### src/rtl/z80_bus_arbiter.sv
// Hands the Z80 bus to a DMA requester through BUSRQ/BUSAK, with a bounded
// tenure, a one-cycle mux turnaround, and a wait-state generator for slow devices.
module z80_bus_arbiter #(
  parameter int MAX_HOLD    = 64,
  parameter int WAIT_CYCLES = 2
) (
  input  logic clk,
  input  logic reset_n,
  input  logic cen,
  input  logic dma_req,
  input  logic dma_done,
  output logic dma_gnt,
  output logic busrq_n,
  input  logic busak_n,
  output logic bus_sel,
  input  logic mreq_n,
  input  logic rd_n,
  input  logic wr_n,
  input  logic slow,
  output logic wait_n,
  output logic timeout
);

  typedef enum logic [2:0] {
    S_IDLE,
    S_REQ,
    S_GRANT,
    S_RELEASE,
    S_HOLDOFF
  } state_t;

  localparam logic [7:0] HOLD_LAST = 8'(MAX_HOLD - 1);
  localparam logic [3:0] WAIT_LOAD = 4'(WAIT_CYCLES);

  state_t     state_q, state_d;
  logic [7:0] hold_cnt_q, hold_cnt_d;
  logic [3:0] wait_cnt_q, wait_cnt_d;
  logic       armed_q, armed_d;
  logic       dma_gnt_q, dma_gnt_d;
  logic       busrq_n_q, busrq_n_d;
  logic       bus_sel_q, bus_sel_d;
  logic       wait_n_q, wait_n_d;
  logic       timeout_q, timeout_d;
  logic       slow_access;

  // Outputs are decoded from the next state so they line up with the state register.
  always_comb begin
    state_d    = state_q;
    hold_cnt_d = hold_cnt_q;
    timeout_d  = 1'b0;
    case (state_q)
      S_IDLE: begin
        if (dma_req) state_d = S_REQ;
      end
      S_REQ: begin
        if (!busak_n) begin
          state_d    = S_GRANT;
          hold_cnt_d = '0;
        end else if (!dma_req) begin
          state_d = S_IDLE;
        end
      end
      S_GRANT: begin
        // A lost BUSAK, a finished requester or a withdrawn request all beat the tenure limit.
        if (busak_n || dma_done || !dma_req) begin
          state_d = S_RELEASE;
        end else if (hold_cnt_q == HOLD_LAST) begin
          state_d   = S_RELEASE;
          timeout_d = 1'b1;
        end else begin
          hold_cnt_d = hold_cnt_q + 8'd1;
        end
      end
      S_RELEASE: begin
        state_d = S_HOLDOFF;
      end
      S_HOLDOFF: begin
        if (busak_n) state_d = S_IDLE;
      end
      default: begin
        state_d = S_IDLE;
      end
    endcase
    dma_gnt_d = (state_d == S_GRANT);
    busrq_n_d = !((state_d == S_REQ) || (state_d == S_GRANT));
    bus_sel_d = (state_d == S_GRANT) || (state_d == S_RELEASE);
  end

  assign slow_access = !bus_sel_q && !mreq_n && (!rd_n || !wr_n) && slow;

  // One wait burst per MREQ assertion; the mux swinging to DMA cancels it.
  always_comb begin
    armed_d    = mreq_n ? 1'b0 : (armed_q || slow_access);
    wait_cnt_d = wait_cnt_q;
    if (bus_sel_d) begin
      wait_cnt_d = '0;
    end else if (slow_access && !armed_q) begin
      wait_cnt_d = WAIT_LOAD;
    end else if (wait_cnt_q != 4'd0) begin
      wait_cnt_d = wait_cnt_q - 4'd1;
    end
    wait_n_d = (wait_cnt_d == 4'd0);
  end

  always_ff @(posedge clk or negedge reset_n) begin
    if (!reset_n) begin
      state_q    <= S_IDLE;
      hold_cnt_q <= '0;
      wait_cnt_q <= '0;
      armed_q    <= 1'b0;
      dma_gnt_q  <= 1'b0;
      busrq_n_q  <= 1'b1;
      bus_sel_q  <= 1'b0;
      wait_n_q   <= 1'b1;
      timeout_q  <= 1'b0;
    end else if (cen) begin
      state_q    <= state_d;
      hold_cnt_q <= hold_cnt_d;
      wait_cnt_q <= wait_cnt_d;
      armed_q    <= armed_d;
      dma_gnt_q  <= dma_gnt_d;
      busrq_n_q  <= busrq_n_d;
      bus_sel_q  <= bus_sel_d;
      wait_n_q   <= wait_n_d;
      timeout_q  <= timeout_d;
    end
  end

  assign dma_gnt = dma_gnt_q;
  assign busrq_n = busrq_n_q;
  assign bus_sel = bus_sel_q;
  assign wait_n  = wait_n_q;
  assign timeout = timeout_q;

endmodule
### config.mk
export PLATFORM = sky130hd
export DESIGN_NAME = z80_bus_arbiter
export DESIGN_NICKNAME = d
export VERILOG_FILES = /design/src/rtl/z80_bus_arbiter.sv
export SDC_FILE = /design/constraint.sdc
export NUM_CORES = 1
export LEC_CHECK = 0
export ABC_CLOCK_PERIOD_IN_PS = 5190
export BUFFER_PORTS_ARGS = -buffer_cell sky130_fd_sc_hd__buf_2
export CORE_AREA = 2 2 52 54
export DETAILED_ROUTE_END_ITERATION = 6
export DIE_AREA = 0 0 54 56
export GPL_TIMING_DRIVEN = 0
export PLACE_DENSITY_LB_ADDON = 0.25
export SLEW_MARGIN = 20
export SYNTH_ARGS = -nofsm -noshare
export SYNTH_HDL_FRONTEND = slang
export SYNTH_SLANG_ARGS = --single-unit
### constraint.sdc
create_clock -name clk -period 5.19 [get_ports clk]
set_input_delay 1.038 -clock clk [delete_from_list [all_inputs] [get_ports clk]]
set_output_delay 1.038 -clock clk [all_outputs]
set_load 0.05 [all_outputs]
==> results of run 1 <==
-- through the flow --
stage               setup WS, ns  instances  utilization [%]  hold slack [ns]  power (mW)
floorplan                   3.10        121                -            0.494       0.474
global placement            2.82        165             53.1            0.470       0.529
detailed placement          2.85        165             53.1            0.473       0.540
CTS                         3.03        169             54.2            0.490       0.618
global route                3.01        169             54.2            0.513       0.663
finish                      3.04        169             54.2            0.485       0.614
-- cell type report --
class	instances	area [µm²]	share of cell area (%)
multi-input combinational	90	617	46.8
clock buffer	3	22.5	1.71
tap	30	37.5	2.85
sequential	21	528	40.0
inverter	7	26.3	1.99
buffer	3	12.5	0.949
timing repair buffer	14	70.1	5.31
clock inverter	1	5.00	0.380
-- path summary, 6_finish.rpt --
path | startpoint | cells past startpoint | slack, ns | endpoint
max | wait_n | 1 | 3.04 | wait_n
min | busrq_n | 1 | 0.48 | busrq_n
max reg2reg | wait_cnt_q[0] | 6 | 3.32 | wait_n
min reg2reg | busrq_n | 1 | 0.48 | busrq_n
max in group asynchronous | reset_n | 1 | 4.17 | busrq_n
min in group asynchronous | reset_n | 1 | 0.66 | hold_cnt_q[3]
-- placed cells by master, fill, tap and decap left out, types with 2 or more instances in the layout --
| cell | count |
|---|---|
| a21oi_1 | 7 |
| a31oi_1 | 3 |
| a32o_1 | 2 |
| and2_1 | 2 |
| buf_2 | 15 |
| clkbuf_4 | 3 |
| dfrtp_1 | 19 |
| dfstp_2 | 2 |
| ha_1 | 2 |
| inv_1 | 6 |
| mux2i_1 | 2 |
| nand2_1 | 9 |
| nand2b_1 | 2 |
| nand3_1 | 5 |
| nor2_1 | 6 |
| nor3_1 | 4 |
| nor3b_2 | 3 |
| o21ai_0 | 3 |
| o21ai_1 | 9 |
| o22a_1 | 2 |
| o31ai_1 | 4 |
| or3_1 | 3 |
| or4_1 | 2 |
-- flip-flops by register name, summed over array words and instances, names as in the netlist --
register	cells
busrq_n	1
bus_sel	1
hold_cnt_q	8
wait_cnt_q	4
state_q	3
wait_n	1
dma_gnt	1
timeout	1
armed_q	1
-- cell families (layout without fill, tap and decap cells) --
| group | count (synthesis) | in the layout | share of synthesized area, % |
|---|---|---|---|
| compound gates | 37 | 37 | 21.9 |
| xor+xnor | 1 | 1 | 0.740 |
| fa+ha+maj | 2 | 2 | 2.11 |
| buf+inv | 10 | 28 | 3.28 |
| flops | 21 | 21 | 44.6 |
| mux | 3 | 3 | 2.64 |
| simple gates | 47 | 47 | 24.7 |
-- where the power goes --
group | internal, mW | switching, mW | total, mW
registers | 0.211 | 0.0516 | 0.262
logic | 0.108 | 0.165 | 0.273
clock network | 0.0287 | 0.0499 | 0.0786
-- metal layers --
| metal | vias to the layer above | routed length (µm) | part of all wire, % | global-route usage (%) |
|---|---|---|---|---|
| met5 | - | 0 | 0 | 0 |
| met4 | 0 | 59 | 2.4 | 8.57 |
| met3 | 6 | 40 | 1.7 | 2.42 |
| met2 | 8 | 1290 | 53 | 32.6 |
| met1 | 482 | 1030 | 43 | 21.0 |
| li1 | 494 | - | - | - |
==> impl_metrics.py, run 1 <==
metrics = {
    "pwr": {
        "power.leakage_nw": 0.565,
        "ir_drop_v": 0.000345,
        "power_per_cell_area_mw_per_mm2": 465,
    },
    "final_layout": {
        "syn_to_final_growth_pct": 11.4,
        "diodes": 0,
        "fin_nets": 152,
        "drive_above_1_share_pct": 21.6,
        "fillers": 218,
        "final_area_mm2": 0.00132,
    },
    "routing": {
        "first_pass_iters": 4,
        "num_vias": 990,
        "drtIter0Drc": 14,
        "wl_per_cell_um": 14.3,
        "vias_per_cell": 5.86,
        "wl_mm": 2.42,
        "drtAntennaViolNets": 0,
        "drc": 0,
    },
    "cts": {
        "cts_buffers": 3,
        "clock-sinks": 21,
        "clkTransAtPathRegs_ns": 0.12,
        "htreeDepth": 1,
        "cts-resized-gates": 0,
        "clock_path_buffers": 2,
        "cts_root_buf": "clkbuf_4",
        "clk_latency_ns": 0.30,
        "cts_setup_buffers": 0,
        "holdBufCountCts": 0,
        "cts_tree": "built",
    },
    "placed_design": {
        "port_buffers": 14,
        "place_area_mm2": 0.00129,
        "dp_hpwl_mm": 1.84,
        "place_congestion": 0.775,
    },
    "yosys": {
        "synth.distinct_cells": 45,
        "ys_seq_area_share_pct": 44.6,
        "synth_area_leaders": "dfrtp_1 40%, dfstp_2 4.4%, o21ai_1 3.8%",
        "syn-cell-area_mm2": 0.00118,
        "synth-main-ff-cell": "dfrtp_1",
        "synth_top_cell_area_share_pct": 40.2,
        "synthMostInstantiatedCell": "dfrtp_1",
        "syn_area_per_cell_um2": 9.78,
        "syn_nets": 133,
        "synth_edf_count": 0,
        "postSynthCellCount": 121,
        "synthTopCellsByCount": "19 x dfrtp_1, 9 x nand2_1, 9 x o21ai_1, 7 x a21oi_1",
        "ys_warn_count": 0,
        "ys_ff_latch": 21,
        "async_flop_share_pct": 100,
        "synth_top_cell_by_area": "dfrtp_1",
    },
    "grt": {
        "grt_max_degree": 22,
        "grt_remaining_overflow": 0,
        "grt_pass1_vias": 1036,
        "antenna_found_initial": 0,
        "grt_pass1_wl_mm": 4.25,
        "track_usage_pct": 18.5,
    },
    "critical_path": {
        "critPathBufInv": 1,
        "crit_type": "reg -> out",
        "cp_slowest_cell": "dfstp_2",
        "worstPathRequired_ns": 4.15,
        "path_cells": "buf_2",
        "critical-path-max-stage-delay_ns": 0.55,
        "crit_path_end_kind": "output pin",
        "setup.worst_path.start_class": "register",
        "cp_max_fo": 2,
        "crit_arrival_ns": 1.11,
        "critical-path-top-delay-family": "flip-flops",
    },
    "floorplanning": {
        "start_util_pct": 48.7,
        "boundaryPins": 15,
        "fp.coreArea_mm2": 0.00243,
        "dieArea_mm2": 0.00302,
        "dieHeight_um": 56,
        "rows": 18,
        "die_w_um": 54,
    },
    "timing": {
        "setup_viol_count_final": 0,
        "rsz0062_at_grt": "false",
        "max-slew-margin-rel_pct": 58.0,
        "layout_min_cycle_time_ns": 2.15,
        "clock.fmax_ghz": 0.466,
        "slew_viol_final": 0,
        "period_share_pct": 41.4,
        "hold_violations": 0,
        "finalSetupTns_ns": 0,
        "finalClockSkew_ns": 0.00806,
        "tightest_slew_ns": 0.628,
    },
    "job": {
        "maxCapViolCount": 0,
    },
    "status": {
        "status": "finished clean",
    },
    "hold_path": {
        "hold_class": "reg -> reg",
    },
}
(Power assumes the default switching activity.)
==> run 2: changes to the inputs <==
--- a/config.mk
+++ b/config.mk
@@ -5,11 +5,12 @@
 export SDC_FILE = /design/constraint.sdc
 export NUM_CORES = 1
 export LEC_CHECK = 0
-export ABC_CLOCK_PERIOD_IN_PS = 5190
+export ABC_AREA = 1
+export ABC_CLOCK_PERIOD_IN_PS = 2000
 export BUFFER_PORTS_ARGS = -buffer_cell sky130_fd_sc_hd__buf_2
-export CORE_AREA = 2 2 52 54
+export CORE_AREA = 2 2 54 56
 export DETAILED_ROUTE_END_ITERATION = 6
-export DIE_AREA = 0 0 54 56
+export DIE_AREA = 0 0 56 58
 export GPL_TIMING_DRIVEN = 0
 export PLACE_DENSITY_LB_ADDON = 0.25
 export SLEW_MARGIN = 20
==> constraint.sdc (replaced) <==
create_clock -name clk -period 2 [get_ports clk]
set_input_delay 0.4 -clock clk [delete_from_list [all_inputs] [get_ports clk]]
set_output_delay 0.4 -clock clk [all_outputs]
set_load 0.05 [all_outputs]
==> impl_metrics.py, run 2 <==
metrics = {
    "cts": {
        "clock-sinks": 21,
        "cts-resized-gates": 0,
        "clkTransAtPathRegs_ns": 0.12,
        "cts_setup_buffers": 0,
        "clock_path_buffers": 2,
        "cts_tree": "built",
        "holdBufCountCts": 0,
        "htreeDepth": 1,
        "cts_root_buf": "clkbuf_4",
        "clk_latency_ns": 0.31,
        "cts_buffers": 3,
    },
    "routing": {
        "wl_per_cell_um": 11.6,
        "drc": 0,
        "first_pass_iters": 4,
        "wl_mm": 2.52,
        "num_vias": 1124,
        "drtAntennaViolNets": 0,
        "drtIter0Drc": 58,
        "vias_per_cell": 5.18,
    },
    "yosys": {
        "async_flop_share_pct": 100,
        "synthMostInstantiatedCell": "nand2_1",
        "synth_edf_count": 0,
        "postSynthCellCount": 168,
        "ys_warn_count": 0,
        "ys_ff_latch": 21,
        "syn_nets": 180,
        "synth-main-ff-cell": "dfrtp_1",
        "synthTopCellsByCount": "53 x nand2_1, 19 x dfrtp_1, 17 x nor2_1, 12 x inv_1, 12 x nand3_1",
        "synth_area_leaders": "dfrtp_1 37%, nand2_1 15%, nor2_1 4.9%",
        "synth_top_cell_area_share_pct": 36.8,
        "synth.distinct_cells": 30,
        "synth_top_cell_by_area": "dfrtp_1",
        "syn_area_per_cell_um2": 7.69,
        "ys_seq_area_share_pct": 40.9,
        "syn-cell-area_mm2": 0.00129,
    },
    "final_layout": {
        "regMostFlops": "hold_cnt_q",
        "largest_reg_flops": 8,
        "drive_above_1_share_pct": 23.1,
        "reg_top3": "hold_cnt_q: 8 flops, wait_cnt_q: 4 flops, state_q: 3 flops",
        "final_area_mm2": 0.00143,
        "fillers": 267,
        "syn_to_final_growth_pct": 10.5,
        "final_util_pct": 53.6,
        "mostFrequentLayoutCell": "nand2_1",
        "finalNonFillerCells": 217,
        "fin_nets": 199,
        "diodes": 0,
        "layout_common_cells": "53 x nand2_1, 19 x dfrtp_1, 17 x nor2_1",
    },
    "placed_design": {
        "port_buffers": 14,
        "dp_hpwl_mm": 1.99,
        "place_area_mm2": 0.00140,
        "dp_cells": 213,
        "place_congestion": 0.864,
    },
    "timing": {
        "max-slew-margin-rel_pct": 69.1,
        "tightest_slew_ns": 0.463,
        "hold_violations": 0,
        "finalSetupTns_ns": 0,
        "layout_min_cycle_time_ns": 1.51,
        "fin_hold_ws_ns": 0.0179,
        "rsz0062_at_grt": "false",
        "setup_viol_count_final": 0,
        "clock.fmax_ghz": 0.663,
        "slew_viol_final": 0,
        "period_share_pct": 75.4,
        "finalClockSkew_ns": 0.00351,
    },
    "grt": {
        "grt_max_degree": 22,
        "grt_remaining_overflow": 0,
        "grt_pass1_vias": 1100,
        "grt_pass1_wl_mm": 4.69,
        "track_usage_pct": 18.3,
        "antenna_found_initial": 0,
    },
    "critical_path": {
        "critical-path-max-stage-delay_ns": 0.55,
        "crit_type": "reg -> out",
        "critical-path-top-delay-family": "flip-flops",
        "cp_slowest_cell": "dfstp_2",
        "crit_path_end_kind": "output pin",
        "cp_max_fo": 2,
        "worstPathRequired_ns": 1.60,
        "crit_arrival_ns": 1.11,
        "path_cells": "buf_2",
        "setup.worst_path.start_class": "register",
        "critPathBufInv": 1,
    },
    "job": {
        "maxCapViolCount": 0,
    },
    "floorplanning": {
        "fp.coreArea_mm2": 0.00266,
        "start_util_pct": 48.5,
        "dieArea_mm2": 0.00325,
        "die_w_um": 56,
        "dieHeight_um": 58,
        "rows": 19,
        "boundaryPins": 15,
    },
    "pwr": {
        "power.leakage_nw": 0.727,
        "swShare_pct": 47.8,
        "pwr-share-clk_pct": 12.0,
        "power.internal_mw": 0.923,
        "p_sw_mw": 0.844,
        "share_seq_of_total_power_pct": 35.8,
        "p_comb_share_pct": 52.2,
        "ir_drop_v": 0.000746,
        "power_per_cell_area_mw_per_mm2": 1240,
    },
    "status": {
        "status": "finished clean",
    },
    "hold_path": {
        "hold_class": "in -> async",
    },
}
[run 2: path summary, 6_finish.rpt]
kind / slack, ns / start / end / cells past startpoint
min: 0.02 / reset_n / hold_cnt_q[2] / 1
max: 0.49 / wait_n / wait_n / 1
max in group asynchronous: 1.64 / reset_n / wait_n / 1
min in group clk: 0.29 / mreq_n / armed_q / 2
min reg2reg: 0.48 / wait_n / wait_n / 2
max reg2reg: 0.50 / state_q[0] / hold_cnt_q[7] / 8
[run 2: per-layer routing]
| metal | vias up | routed length [µm] | global-route usage, % |
|---|---|---|---|
| met1 | 520 | 1130 | 24.2 |
| met4 | 0 | 44 | 7.48 |
| met3 | 5 | 88 | 2.01 |
| met2 | 22 | 1260 | 31.1 |
| li1 | 577 | - | - |
| met5 | - | 0 | 0 |
[run 2: area by class of cell]
type                    count  area, µm²  area share (%)
multi-input cells         123        661            46.3
flip-flops and latches     21        528            37.0
inverters                  22       85.1            5.96
repair buffers             14       70.1            4.91
well taps                  31       38.8            2.72
clock buffers               4       26.3            1.84
plain buffers               2       18.8            1.31
[run 2: cells by family after synthesis]
family                     Yosys count  synth area share (%)
buffers and inverters               24                  8.03
adders and majority gates            2                  1.94
DFF                                 21                  40.9
AOI/OAI and AO/OA                   15                  7.45
xor gates and xnor gates             5                  3.39
and+or+nand+nor                    101                  38.3
[run 2: power groups by stage]
| stage | Sequential [mW] | Combinational [mW] | Clock [mW] |
|---|---|---|---|
| 3_5_place_dp | 0.641 | 0.924 | 0 |
| 2_1_floorplan | 0.759 | 0.617 | 0 |
| 6_report | 0.633 | 0.922 | 0.212 |
| 5_1_grt | 0.653 | 1.04 | 0.229 |
| 3_3_place_gp | 0.635 | 0.896 | 0 |
| 4_1_cts | 0.634 | 0.926 | 0.213 |
[run 2: stage by stage]
step / setup slack [ns] / power [mW]
after floorplan: 0.679 / 1.38
after global placement: 0.567 / 1.53
after detailed placement: 0.517 / 1.57
after CTS: 0.488 / 1.77
after global routing: 0.335 / 1.92
final: 0.492 / 1.77
==> run 3: changes to the inputs <==
--- a/config.mk
+++ b/config.mk
@@ -6,7 +6,7 @@
 export NUM_CORES = 1
 export LEC_CHECK = 0
 export ABC_AREA = 1
-export ABC_CLOCK_PERIOD_IN_PS = 2000
+export ABC_CLOCK_PERIOD_IN_PS = 1380
 export BUFFER_PORTS_ARGS = -buffer_cell sky130_fd_sc_hd__buf_2
 export CORE_AREA = 2 2 54 56
 export DETAILED_ROUTE_END_ITERATION = 6
==> constraint.sdc (replaced) <==
create_clock -name clk -period 1.38 [get_ports clk]
set_input_delay 0.276 -clock clk [delete_from_list [all_inputs] [get_ports clk]]
set_output_delay 0.276 -clock clk [all_outputs]
set_load 0.05 [all_outputs]
==> impl_metrics.py, run 3 (synthesis results as in run 2) <==
metrics = {
    "final_layout": {
        "syn_to_final_growth_pct": 28.8,
        "final_area_mm2": 0.00166,
        "layout_common_cells": "45 x nand2_1, 18 x dfrtp_1, 16 x nor2_1",
        "largest_reg_flops": 8,
        "reg_top3": "hold_cnt_q: 8 flops, wait_cnt_q: 4 flops, state_q: 3 flops",
        "regMostFlops": "hold_cnt_q",
        "finalNonFillerCells": 233,
        "diodes": 0,
        "fin_nets": 215,
        "fillers": 240,
        "final_util_pct": 62.5,
        "mostFrequentLayoutCell": "nand2_1",
        "drive_above_1_share_pct": 38.1,
    },
    "critical_path": {
        "cp_max_fo": 5,
        "crit_path_end_kind": "register",
        "rr_startpoint": "hold_cnt_q[5]",
        "crit_arrival_ns": 1.62,
        "crit_start": "hold_cnt_q[5]",
        "worstRegToRegCells": 8,
        "r2r_end": "hold_cnt_q[1]",
        "ff2ff_setup_slack_ns": -0.02,
        "setup.worst_path.start_class": "register",
        "crit_type": "reg -> reg",
        "worstPathRequired_ns": 1.59,
    },
    "grt": {
        "grt_max_degree": 22,
        "antenna_found_initial": 0,
        "grt_pass1_wl_mm": 4.94,
        "grt_pass1_vias": 1164,
        "track_usage_pct": 19.4,
        "grt_remaining_overflow": 0,
    },
    "routing": {
        "drtIter0Drc": 72,
        "wl_mm": 2.89,
        "num_vias": 1210,
        "drc": 0,
        "drtAntennaViolNets": 0,
        "first_pass_iters": 4,
        "wl_per_cell_um": 12.4,
        "vias_per_cell": 5.19,
    },
    "timing": {
        "hold_violations": 0,
        "slew_viol_final": 0,
        "finalWorstSetupSlack_ns": -0.0245,
        "clock.fmax_ghz": 0.712,
        "tightest_slew_ns": 0.456,
        "layout_min_cycle_time_ns": 1.40,
        "period_share_pct": 102,
        "finalClockSkew_ns": 0.00599,
        "max-slew-margin-rel_pct": 69.6,
        "rsz0062_at_grt": "true",
        "setup_viol_count_final": 6,
    },
    "hold_path": {
        "hold_class": "in -> reg",
        "min_from": "mreq_n",
        "hold_end": "armed_q",
        "min_path_cells": 2,
    },
    "status": {
        "failed_checks": "setup timing",
        "status": "finished with violations",
    },
    "cts": {
        "cts_buffers": 3,
        "cts_root_buf": "clkbuf_4",
        "clock_path_buffers": 2,
        "clock-sinks": 21,
        "htreeDepth": 1,
        "clk_latency_ns": 0.31,
        "cts_tree": "built",
        "clkTransAtPathRegs_ns": 0.12,
    },
    "placed_design": {
        "place_area_mm2": 0.00140,
        "port_buffers": 14,
        "place_congestion": 0.864,
        "dp_cells": 213,
        "dp_hpwl_mm": 1.99,
    },
    "floorplanning": {
        "dieHeight_um": 58,
        "fp.coreArea_mm2": 0.00266,
        "start_util_pct": 48.5,
        "dieArea_mm2": 0.00325,
        "die_w_um": 56,
        "rows": 19,
        "boundaryPins": 15,
    },
    "pwr": {
        "power.leakage_nw": 0.821,
        "ir_drop_v": 0.00125,
        "power_per_cell_area_mw_per_mm2": 1820,
    },
    "job": {
        "maxCapViolCount": 0,
    },
}
[run 3: cell types whose count changed in the layout (fill, tap and decap cells not counted), sizes merged]
cell	before	now
clkbuf	5	6
buf	15	29
dlygate4sd3	0	1
[run 3: layout make-up]
type / count / area (µm²) / area share, %
well taps: 31 / 38.8 / 2.33
inverters: 22 / 85.1 / 5.11
clock buffers: 4 / 26.3 / 1.58
flip-flops and latches: 21 / 529 / 31.8
repair buffers: 30 / 231 / 13.9
plain buffers: 2 / 18.8 / 1.13
multi-input cells: 123 / 734 / 44.1
[run 3: where the power goes]
group	leakage [nW]	internal, mW	switching [mW]
registers	0.273	0.799	0.119
clock network	0.0150	0.113	0.189
logic	0.534	0.743	1.07
[run 3: worst max-delay path, cell delays in order (launching register included)]
cell	delay (ns)
dfrtp_1	0.43
nand2_2	0.10
nor3_4	0.24
nand3_2	0.13
nand2_4	0.11
nor2_8	0.05
clkbuf_16	0.15
nand3_2	0.05
nand2_1	0.05
[run 3: worst max path at each step]
| stage | slack (ns) | endpoint | cells after the start |
|---|---|---|---|
| 4_1_cts | -0.008 | hold_cnt_q[7] | 9 |
| 2_1_floorplan | 0.06 | hold_cnt_q[3] | 9 |
| 3_5_place_dp | -0.10 | hold_cnt_q[7] | 9 |
| 5_1_grt | -0.10 | hold_cnt_q[7] | 8 |
| 3_3_place_gp | -0.05 | hold_cnt_q[3] | 9 |
| 6_report | -0.02 | hold_cnt_q[1] | 8 |
[run 3: through the flow]
step / total power, mW / hold slack (ns) / setup WS (ns) / TNS [ns]
global route: 3.27 / 0.176 / -0.101 / -0.681
global placement: 2.22 / 0.257 / -0.0530 / -0.353
floorplan: 1.99 / -0.0196 / 0.0589 / 0
CTS: 2.85 / 0.170 / -0.00821 / -0.00821
finish: 3.03 / 0.177 / -0.0245 / -0.0858
detailed placement: 2.27 / 0.261 / -0.103 / -0.753
[run 3: metal layers]
| metal | global-route usage (%) | vias to the layer above | part of all wire (%) |
|---|---|---|---|
| met5 | 0 | - | 0 |
| met4 | 7.82 | 0 | 1.7 |
| met3 | 2.01 | 7 | 2.7 |
| met2 | 33.1 | 22 | 51 |
| met1 | 25.4 | 568 | 45 |
| li1 | - | 613 | - |
[run 3: timing repair]
action / 4_1_cts / 5_1_grt
cloned: 0 / 1
pin swaps: 5 / 11
hold endpoints to repair: 19 / 0
setup endpoints to repair: 13 / 12
resized for setup: 12 / 14
buffers inserted: 8 / 6
hold buffers: 1 / 0
